`src/rtl/mac_dot_ctrl.sv`:
```
// Operand sequencer for the 8x8 MAC: buffers (a,b) pairs, issues one pair per
// cycle until vec_len products are consumed, then captures and hands off the sum.
module mac_dot_ctrl #(
  parameter int DEPTH = 4,
  parameter int LEN_W = 8
) (
  input  logic             clk,
  input  logic             reset,
  input  logic             in_valid,
  output logic             in_ready,
  input  logic [7:0]       in_a,
  input  logic [7:0]       in_b,
  input  logic [LEN_W-1:0] vec_len,
  output logic [7:0]       mac_a,
  output logic [7:0]       mac_b,
  output logic             mac_clr,
  input  logic [16:0]      mac_result,
  output logic             out_valid,
  input  logic             out_ready,
  output logic [16:0]      out_data,
  output logic             busy
);

  localparam int AW = $clog2(DEPTH);
  localparam logic [AW:0] FULL_CNT = (AW+1)'(DEPTH);

  typedef struct packed {
    logic [7:0] a;
    logic [7:0] b;
  } pair_t;

  typedef enum logic [2:0] {S_IDLE, S_RUN, S_DRAIN, S_CAPT, S_HOLD, S_CLR} state_t;

  pair_t            r_mem [DEPTH];
  logic [AW-1:0]    r_wptr, r_rptr;
  logic [AW:0]      r_count;
  state_t           r_state;
  logic [LEN_W-1:0] r_len, r_cnt;

  logic             w_full, w_empty, w_push, w_pop;
  logic [LEN_W-1:0] w_cnt_nxt;
  pair_t            w_head;

  // Full comes from the registered count only, so a same-cycle pop never frees a slot.
  assign w_full    = (r_count == FULL_CNT);
  assign w_empty   = (r_count == '0);
  assign w_push    = in_valid & ~w_full;
  assign w_pop     = (r_state == S_RUN) & ~w_empty;
  assign w_head    = r_mem[r_rptr];
  assign w_cnt_nxt = r_cnt + 1'b1;
  assign in_ready  = ~w_full;
  assign busy      = (r_state != S_IDLE);

  always_ff @(posedge clk) begin
    if (w_push) r_mem[r_wptr] <= {in_a, in_b};
  end

  always_ff @(posedge clk or posedge reset) begin
    if (reset) begin
      r_wptr  <= '0;
      r_rptr  <= '0;
      r_count <= '0;
    end else begin
      if (w_push) r_wptr <= r_wptr + 1'b1;
      if (w_pop)  r_rptr <= r_rptr + 1'b1;
      unique case ({w_push, w_pop})
        2'b10:   r_count <= r_count + 1'b1;
        2'b01:   r_count <= r_count - 1'b1;
        default: ;
      endcase
    end
  end

  always_ff @(posedge clk or posedge reset) begin
    if (reset) begin
      r_state   <= S_IDLE;
      r_len     <= '0;
      r_cnt     <= '0;
      mac_a     <= '0;
      mac_b     <= '0;
      mac_clr   <= 1'b0;
      out_valid <= 1'b0;
      out_data  <= '0;
    end else begin
      // Operands are zero unless this edge pops, so idle cycles add nothing to the sum.
      mac_a   <= '0;
      mac_b   <= '0;
      mac_clr <= 1'b0;
      unique case (r_state)
        S_IDLE: begin
          if (!w_empty) begin
            r_len   <= vec_len;
            r_cnt   <= '0;
            r_state <= (vec_len == '0) ? S_DRAIN : S_RUN;
          end
        end
        S_RUN: begin
          if (w_pop) begin
            mac_a <= w_head.a;
            mac_b <= w_head.b;
            r_cnt <= w_cnt_nxt;
            if (w_cnt_nxt == r_len) r_state <= S_DRAIN;
          end
        end
        S_DRAIN: r_state <= S_CAPT;
        S_CAPT: begin
          out_data  <= mac_result;
          out_valid <= 1'b1;
          r_state   <= S_HOLD;
        end
        S_HOLD: begin
          if (out_ready) begin
            out_valid <= 1'b0;
            mac_clr   <= 1'b1;
            r_state   <= S_CLR;
          end
        end
        S_CLR:   r_state <= S_IDLE;
        default: r_state <= S_IDLE;
      endcase
    end
  end

  a_clr_pulse: assert property (@(posedge clk) disable iff (reset) mac_clr |=> !mac_clr);
  a_hold_stable: assert property (@(posedge clk) disable iff (reset)
    (out_valid && !out_ready) |=> (out_valid && $stable(out_data)));

endmodule
```
`config.mk`:
```
export PLATFORM = sky130hd
export DESIGN_NAME = mac_dot_ctrl
export DESIGN_NICKNAME = d
export VERILOG_FILES = /design/src/rtl/mac_dot_ctrl.sv
export SDC_FILE = /design/constraint.sdc
export NUM_CORES = 1
export LEC_CHECK = 0
export CORE_UTILIZATION = 50
export CTS_CLUSTER_DIAMETER = 200
export DETAILED_ROUTE_END_ITERATION = 10
export GPL_TIMING_DRIVEN = 0
export PLACE_DENSITY = 0.75
export SLEW_MARGIN = 20
export SYNTH_ARGS = -nofsm -noshare
export SYNTH_HDL_FRONTEND = slang
export SYNTH_SLANG_ARGS = --single-unit
```
`constraint.sdc`:
```
create_clock -name clk -period 3 [get_ports clk]
set_clock_uncertainty 0.15 [all_clocks]
set_input_delay 0.45 -clock clk [delete_from_list [all_inputs] [get_ports clk]]
set_output_delay 0.45 -clock clk [all_outputs]
set_load 0.03 [all_outputs]
```
== Word level (Yosys, flattened, before mapping) ==
Memory sizes are Yosys's and may differ from the RTL's.
Cells that the tools add are included.
W data, S select, Z words.

* Register bits: 61
* Bits in writable memories: 64
* Input bits: 45
* Output and inout bits: 37
* Memories kept: 1

* Add/sub/neg operators: 5
* Eq/ne operators: 12
* Multiplexer cells: 20
* Bitwise logic cells: 4
* Reductions and logical operators: 11

{| class="wikitable"
|+ Memory list
! memory !! depth !! bits a word !! read ports !! clocked after Yosys merged registers in !! wr ports !! RTL line !! source
|-
| r_mem || 4 || 16 || 1 || 0 || 1 || 34 || <nowiki>pair_t r_mem [DEPTH];</nowiki>
|}

{| class="wikitable"
|+ Operators by type and width
! operator !! count
|-
| $mux W8 || 6
|-
| $pmux W8 S2 || 1
|-
| $pmux W3 S5 || 1
|-
| $mux W3 || 4
|-
| $add A8 B1 Y8 const B || 1
|-
| $eq A8 B8 Y1 || 1
|-
| $logic_not A8 Y1 || 1
|-
| $eq A3 B2 Y1 const B || 2
|-
| $eq A3 B3 Y1 const B || 2
|-
| $logic_not A3 Y1 || 2
|-
| $ne A2 B2 Y1 const B || 3
|-
| $pmux W3 S2 || 1
|-
| $reduce_bool A2 Y1 || 3
|-
| $mux W1 || 5
|-
| $add A2 B1 Y2 const B || 2
|-
| $reduce_and A2 Y1 || 2
|-
| $reduce_and A4 Y1 || 1
|-
| $add A3 B1 Y3 const B || 1
|-
| $eq A3 B1 Y1 const B || 1
|-
| $reduce_and A3 Y1 || 1
|-
| $reduce_bool A3 Y1 || 1
|-
| $sub A3 B1 Y3 const B || 1
|-
| $and A1 B1 Y1 || 2
|-
| $eq A2 B1 Y1 const B || 1
|-
| 5 further kinds || 6
|}

== Longest topological paths before layout ==
* Depth after elaboration: 5
* Gate-level depth with buffers: 10
* Gate-level depth less buffers: 10

== Worst setup path before layout ==
No wires, ideal clock.

* Path kind: register to register
* From: reg r_count[0]
* To: reg r_count[2]
* Setup time: 0.079 ns
* Arrival time: 2.157 ns
* Required time: 2.771 ns
* Path slack: 0.613 ns
* Cell stages (with the launch flop): 11
* Path through: dfrtp_1 inv_1 nand3_1 and2_1 inv_1 ha_1 inv_1 fa_1 xor2_1 nor2_1 xor2_1

* Cells in the longest elaborated chain, start to end: 5
* Elaborated cells between the ends (all ways): 12
* Classes of those cells: 2 x add/sub; 3 x eq/ne; 1 x mux; 4 x bitwise; 2 x reduce/logical

{| class="wikitable"
|+ Ends and longest elaborated chain
! item !! RTL line !! source
|-
| start: declaration || 36 || <nowiki>logic [AW:0] r_count;</nowiki>
|-
| start signal: assignment || 67 || <nowiki>2'b10: r_count <= r_count + 1'b1;</nowiki>
|-
| start signal: assignment || 68 || <nowiki>2'b01: r_count <= r_count - 1'b1;</nowiki>
|-
| $eq A3 B3 Y1 * || 45 || <nowiki>assign w_full = (r_count == FULL_CNT);</nowiki>
|-
| $not A1 Y1 * || n/a ||
|-
| via in_ready || 10 || <nowiki>output logic in_ready,</nowiki>
|-
| $and A1 B1 Y1 * || 47 || <nowiki>assign w_push = in_valid & ~w_full;</nowiki>
|-
| $eq A2 B1 Y1 or $eq A2 B2 Y1 (tied branches) || 66 || <nowiki>unique case ({w_push, w_pop})</nowiki>
|-
| $pmux W3 S2 or $reduce_bool A2 Y1 (tied branches) || n/a ||
|}

The timed path passes the listed nets; every way through them passes the cells marked *.
A chain may end at the register's enable or synchronous reset.

== Worst setup path after layout ==
* From: reg r_state[2]
* To: out busy

* Cells in the longest elaborated chain, start to end: 1

{| class="wikitable"
|+ Ends and longest elaborated chain
! item !! RTL line !! source
|-
| start: declaration || 37 || <nowiki>state_t r_state;</nowiki>
|-
| start signal: assignment || 94 || <nowiki>r_state <= (vec_len == '0) ? S_DRAIN : S_RUN;</nowiki>
|-
| $reduce_bool A3 Y1 || 52 || <nowiki>assign busy = (r_state != S_IDLE);</nowiki>
|-
| end: declaration || 21 || <nowiki>output logic busy</nowiki>
|}

Every way passes these cells.

==> report_table.html <==
<table>
<tr><th>Metric</th><th>Value</th></tr>
<tr><th colspan="2">Outcome</th></tr>
<tr><td>Outcome</td><td>finished, final reports clean</td></tr>
<tr><th colspan="2">Critical path</th></tr>
<tr><td>Sort of element at the start of the critical path</td><td>register</td></tr>
<tr><td>Kind of critical path</td><td>register to primary output</td></tr>
<tr><td>CP endpoint kind</td><td>primary output</td></tr>
<tr><td>Startpoint of the lowest-slack register-to-register path</td><td>r_state[2]</td></tr>
<tr><td>Cell count of the worst reg-to-reg path</td><td>10</td></tr>
<tr><td>Register-to-register setup slack</td><td>approximately 0.5 ns</td></tr>
<tr><td>Worst setup startpoint</td><td>r_state[2]</td></tr>
<tr><td>Capture point of the worst reg-to-reg path</td><td>r_count[2]</td></tr>
<tr><td>Req. time, crit path</td><td>approximately 2.4 ns</td></tr>
<tr><td>Signal arrival time at the worst endpoint</td><td>~2.0 ns</td></tr>
<tr><td>End point of the critical path</td><td>busy</td></tr>
<tr><td>Critical Path Fanout Max</td><td>9</td></tr>
<tr><th colspan="2">Synthesis</th></tr>
<tr><td>Top_reg_cell synth</td><td>sky130_fd_sc_hd__edfxtp_1</td></tr>
<tr><td>Portion of synthesized cell area occupied by the leading cell type</td><td>0.375</td></tr>
<tr><td>Number of enable flip-flop cells after synthesis</td><td>64</td></tr>
<tr><td>Top cells by area, synth</td><td>sky130_fd_sc_hd__edfxtp_1 37%, sky130_fd_sc_hd__dfrtp_1 30%, sky130_fd_sc_hd__mux4_2 7.0%</td></tr>
<tr><td>Top-count cell post-synth</td><td>sky130_fd_sc_hd__edfxtp_1</td></tr>
<tr><td>Post-Synthesis Mean Instance Area</td><td>around 16 µm²</td></tr>
<tr><td>Yosys warns</td><td>0</td></tr>
<tr><td>Post-synthesis sequential area ratio</td><td>0.673</td></tr>
<tr><td>Number of distinct standard cells referenced by the synthesized netlist</td><td>46</td></tr>
<tr><td>Mapped Area</td><td>around 0.0051 mm²</td></tr>
<tr><td>Ys async rst share</td><td>0.488</td></tr>
<tr><td>Post-synthesis cell count</td><td>322</td></tr>
<tr><td>Count of state elements after synthesis</td><td>125</td></tr>
<tr><td>Cell type with the highest aggregate area in the netlist</td><td>sky130_fd_sc_hd__edfxtp_1</td></tr>
<tr><td>Synth top cells by count</td><td>64 x sky130_fd_sc_hd__edfxtp_1, 61 x sky130_fd_sc_hd__dfrtp_1, 25 x sky130_fd_sc_hd__mux2_2, 20 x sky130_fd_sc_hd__and3_1, 16 x sky130_fd_sc_hd__mux4_2</td></tr>
<tr><td>Number of nets in the synthesized netlist</td><td>around 370</td></tr>
<tr><th colspan="2">Detailed routing</th></tr>
<tr><td>DR WL met3</td><td>~450 µm</td></tr>
<tr><td>Detailed-router iteration count before antenna repair</td><td>4</td></tr>
<tr><td>Mean number of vias per cell</td><td>between 5 and 6</td></tr>
<tr><td>Remaining routing DRC violations</td><td>0</td></tr>
<tr><td>Routed wire length per instance</td><td>roughly 17 µm</td></tr>
<tr><td>M1 wire length</td><td>around 4 mm</td></tr>
<tr><td>Iteration-0 DRC count of the detailed router</td><td>approximately 140</td></tr>
<tr><td>Highest metal layer used by the detailed router</td><td>met4</td></tr>
<tr><td>Routed length on met2</td><td>~5.0 mm</td></tr>
<tr><td>Final wirelength</td><td>between 9 and 10 mm</td></tr>
<tr><td>DRT antenna net count</td><td>0</td></tr>
<tr><td>Vias post-DR</td><td>3000</td></tr>
<tr><th colspan="2">Clock network</th></tr>
<tr><td>Root buf cell</td><td>sky130_fd_sc_hd__clkbuf_8</td></tr>
<tr><td>Count of H-tree levels built during CTS</td><td>4</td></tr>
<tr><td>Max clock buf depth</td><td>2</td></tr>
<tr><td>Count of clock tree sinks</td><td>125</td></tr>
<tr><td>CTS-repair resized insts</td><td>0</td></tr>
<tr><td>Number of buffers inserted to repair setup after CTS</td><td>0</td></tr>
<tr><td>CTS tree</td><td>done</td></tr>
<tr><td>TritonCTS Buffers</td><td>17</td></tr>
<tr><td>Skew-Pair Late Insertion Delay</td><td>between 0.5 and 0.6 ns</td></tr>
<tr><td>CTS Hold Bufs</td><td>0</td></tr>
<tr><td>Clock edge transition at the registers on the reported setup and hold paths</td><td>roughly 0.060 ns</td></tr>
<tr><th colspan="2">Die</th></tr>
<tr><td>Starting utilization of the core area</td><td>0.520</td></tr>
<tr><td>Area inside the core boundary</td><td>slightly below 0.01 mm²</td></tr>
<tr><td>Die Outline Area</td><td>~0.011 mm²</td></tr>
<tr><td>Chip height</td><td>between 100 and 150 µm</td></tr>
<tr><td>Die X-Extent</td><td>103 µm</td></tr>
<tr><td>FP Rows</td><td>36</td></tr>
<tr><td>Number of ports placed on the die boundary</td><td>around 80</td></tr>
<tr><th colspan="2">Power</th></tr>
<tr><td>Leak pwr</td><td>roughly 2.6 nW</td></tr>
<tr><td>Worst-case vdd ir drop</td><td>670 µV</td></tr>
<tr><td>Total power draw</td><td>0.00750 W</td></tr>
<tr><td>Pwr per Cell Area</td><td>between 1000 and 1500 mW/mm²</td></tr>
<tr><td>Fraction of power consumed by combinational cells</td><td>0.383</td></tr>
<tr><td>Psw</td><td>approximately 0.0025 W</td></tr>
<tr><td>Portion of total power attributed to the clock network</td><td>0.263</td></tr>
<tr><td>Sw Ratio</td><td>0.339</td></tr>
<tr><td>Power Internal</td><td>slightly below 0.005 W</td></tr>
<tr><td>Relative contribution of sequential cells to total power</td><td>0.354</td></tr>
<tr><th colspan="2">Finish</th></tr>
<tr><td>Combined flip-flop and latch cell area</td><td>about 0.0034 mm²</td></tr>
<tr><td>Multi-input logic area</td><td>0.00152 mm²</td></tr>
<tr><td>Number of non-filler instances in the completed layout</td><td>569</td></tr>
<tr><td>Net total in the final layout</td><td>475</td></tr>
<tr><td>Layout cell share with drive strength beyond 1</td><td>0.213</td></tr>
<tr><td>Area growth from synthesis to layout</td><td>30.9%</td></tr>
<tr><td>Antenna Cells</td><td>0</td></tr>
<tr><td>Design area</td><td>0.00671 mm²</td></tr>
<tr><td>Filler Cells Inserted</td><td>648</td></tr>
<tr><th colspan="2">Placed design</th></tr>
<tr><td>Cell area reported after detailed placement</td><td>0.00613 mm²</td></tr>
<tr><td>Routability congestion estimate from global placement</td><td>slightly below 0.8</td></tr>
<tr><td>Placed cell count</td><td>537</td></tr>
<tr><td>DP HPWL</td><td>~6.4 mm</td></tr>
<tr><td>Count of input and output buffers</td><td>81</td></tr>
<tr><th colspan="2">Worst hold path</th></tr>
<tr><td>Worst hold-check path type</td><td>input pin to async pin</td></tr>
<tr><th colspan="2">STA</th></tr>
<tr><td>Final Critical Period</td><td>approximately 2.6 ns</td></tr>
<tr><td>Maximum frequency from static timing analysis</td><td>~0.39 GHz</td></tr>
<tr><td>Count of endpoints failing hold in the final timing report</td><td>0</td></tr>
<tr><td>Tightest slew margin relative to the limit</td><td>0.415</td></tr>
<tr><td>Final period util</td><td>0.857</td></tr>
<tr><td>Number of failing setup endpoints in the final timing report</td><td>0</td></tr>
<tr><td>Unrepaired setup endpoints after global routing</td><td>no</td></tr>
<tr><td>Max-slew violation count</td><td>0</td></tr>
<tr><td>Transition at the pin with the smallest max-transition slack</td><td>0.878 ns</td></tr>
<tr><th colspan="2">Global routing</th></tr>
<tr><td>Global route total overflow</td><td>0</td></tr>
<tr><td>Via count of the first global-routing pass</td><td>between 3000 and 4000</td></tr>
<tr><td>Wire length of the first global-routing pass</td><td>between 15 and 20 mm</td></tr>
<tr><td>Largest net degree at the start of global routing</td><td>50</td></tr>
<tr><td>Number of antenna violations at the first check in global routing</td><td>0</td></tr>
<tr><td>Aggregate global-route resource usage</td><td>0.202</td></tr>
<tr><th colspan="2">Job</th></tr>
<tr><td>Total of max-cap violations</td><td>0</td></tr>
</table>
registers in the layout, summed over array words and instances, names as in the netlist:
signal,count
out_data,17
r_cnt,8
mac_b,8
r_count,3
r_rptr,2
r_mem,64
out_valid,1
mac_a,8
r_state,3
mac_clr,1
r_wptr,2
r_len,8
stage by stage:
step,hold slack (ns),util,worst slack (ns),setup TNS [ns]
after floorplan,0.323,-,0.613,0
after global placement,0.336,0.619,-0.200,-12.02
after detailed placement,0.341,0.622,0.520,0
after CTS,0.0425,0.680,0.421,0
after global routing,0.0575,0.680,0.298,0
final,0.0504,0.680,0.428,0
placed cells by master (no fill, tap or decap), types with 6 or more instances in the layout:
master                            instances
sky130_fd_sc_hd__a21oi_1                  6
sky130_fd_sc_hd__and3_1                  20
sky130_fd_sc_hd__clkbuf_16               16
sky130_fd_sc_hd__clkdlybuf4s50_1         81
sky130_fd_sc_hd__dfrtp_1                 61
sky130_fd_sc_hd__edfxtp_1                64
sky130_fd_sc_hd__ha_1                     6
sky130_fd_sc_hd__inv_1                   11
sky130_fd_sc_hd__mux2_2                  25
sky130_fd_sc_hd__mux4_2                  16
sky130_fd_sc_hd__nand2_1                 15
sky130_fd_sc_hd__nor2_1                   6
sky130_fd_sc_hd__o21ai_0                 12
sky130_fd_sc_hd__xnor2_1                 11
layer usage:
| layer | vias to the layer above | global-route usage |
|---|---|---|
| met1 | 1510 | 0.245 |
| met4 | 0 | 0.0910 |
| li1 | 1405 | - |
| met5 | - | 0 |
| met3 | 13 | 0.0685 |
| met2 | 72 | 0.332 |
power by group through the flow:
| stage | registers, W | logic, W | clock network [W] |
|---|---|---|---|
| 2_1_floorplan | 0.00309 | 0.00153 | 0 |
| 3_5_place_dp | 0.00268 | 0.00289 | 0 |
| 6_report | 0.00265 | 0.00288 | 0.00197 |
| 5_1_grt | 0.00272 | 0.00312 | 0.00209 |
| 4_1_cts | 0.00266 | 0.00291 | 0.00200 |
| 3_3_place_gp | 0.00266 | 0.00285 | 0 |
cells by family after synthesis:
| logic type | after synthesis | share of synthesized area |
|---|---|---|
| mux | 42 | 0.127 |
| compound gates | 33 | 0.0391 |
| flops | 125 | 0.673 |
| simple gates | 72 | 0.0852 |
| buf+inv | 28 | 0.0317 |
| xor+xnor | 15 | 0.0256 |
| fa+ha+maj | 7 | 0.0185 |
critical path, cell delays in order, from the launching register on:
cell and delay [ns]:
sky130_fd_sc_hd__dfrtp_1 0.35, sky130_fd_sc_hd__buf_2 0.17, sky130_fd_sc_hd__nor2_1 0.22, sky130_fd_sc_hd__nand2_1 0.11, sky130_fd_sc_hd__clkdlybuf4s50_1 0.60
area by class of cell:
cell class                      instances  area share
Clock inverter                         13      0.0235
Buffer                                 16      0.0175
Sequential cell                       125       0.514
Tap cell                              133      0.0248
Multi-Input combinational cell        169       0.226
Inverter                               12     0.00708
Clock buffer                           19      0.0628
Timing Repair Buffer                   82       0.125
how the worst min path moves through the flow:
stage	startpoint	endpoint	slack (ns)	depth (start not counted)
final	reset	out_data[3]	0.05	2
after detailed placement	out_data[15]	out_data[15]	0.34	1
after global placement	out_data[15]	out_data[15]	0.34	1
after CTS	reset	out_data[3]	0.04	2
after floorplan	r_cnt[7]	r_cnt[7]	0.32	1
after global routing	reset	out_data[3]	0.06	2
(Power assumes the default switching activity.)
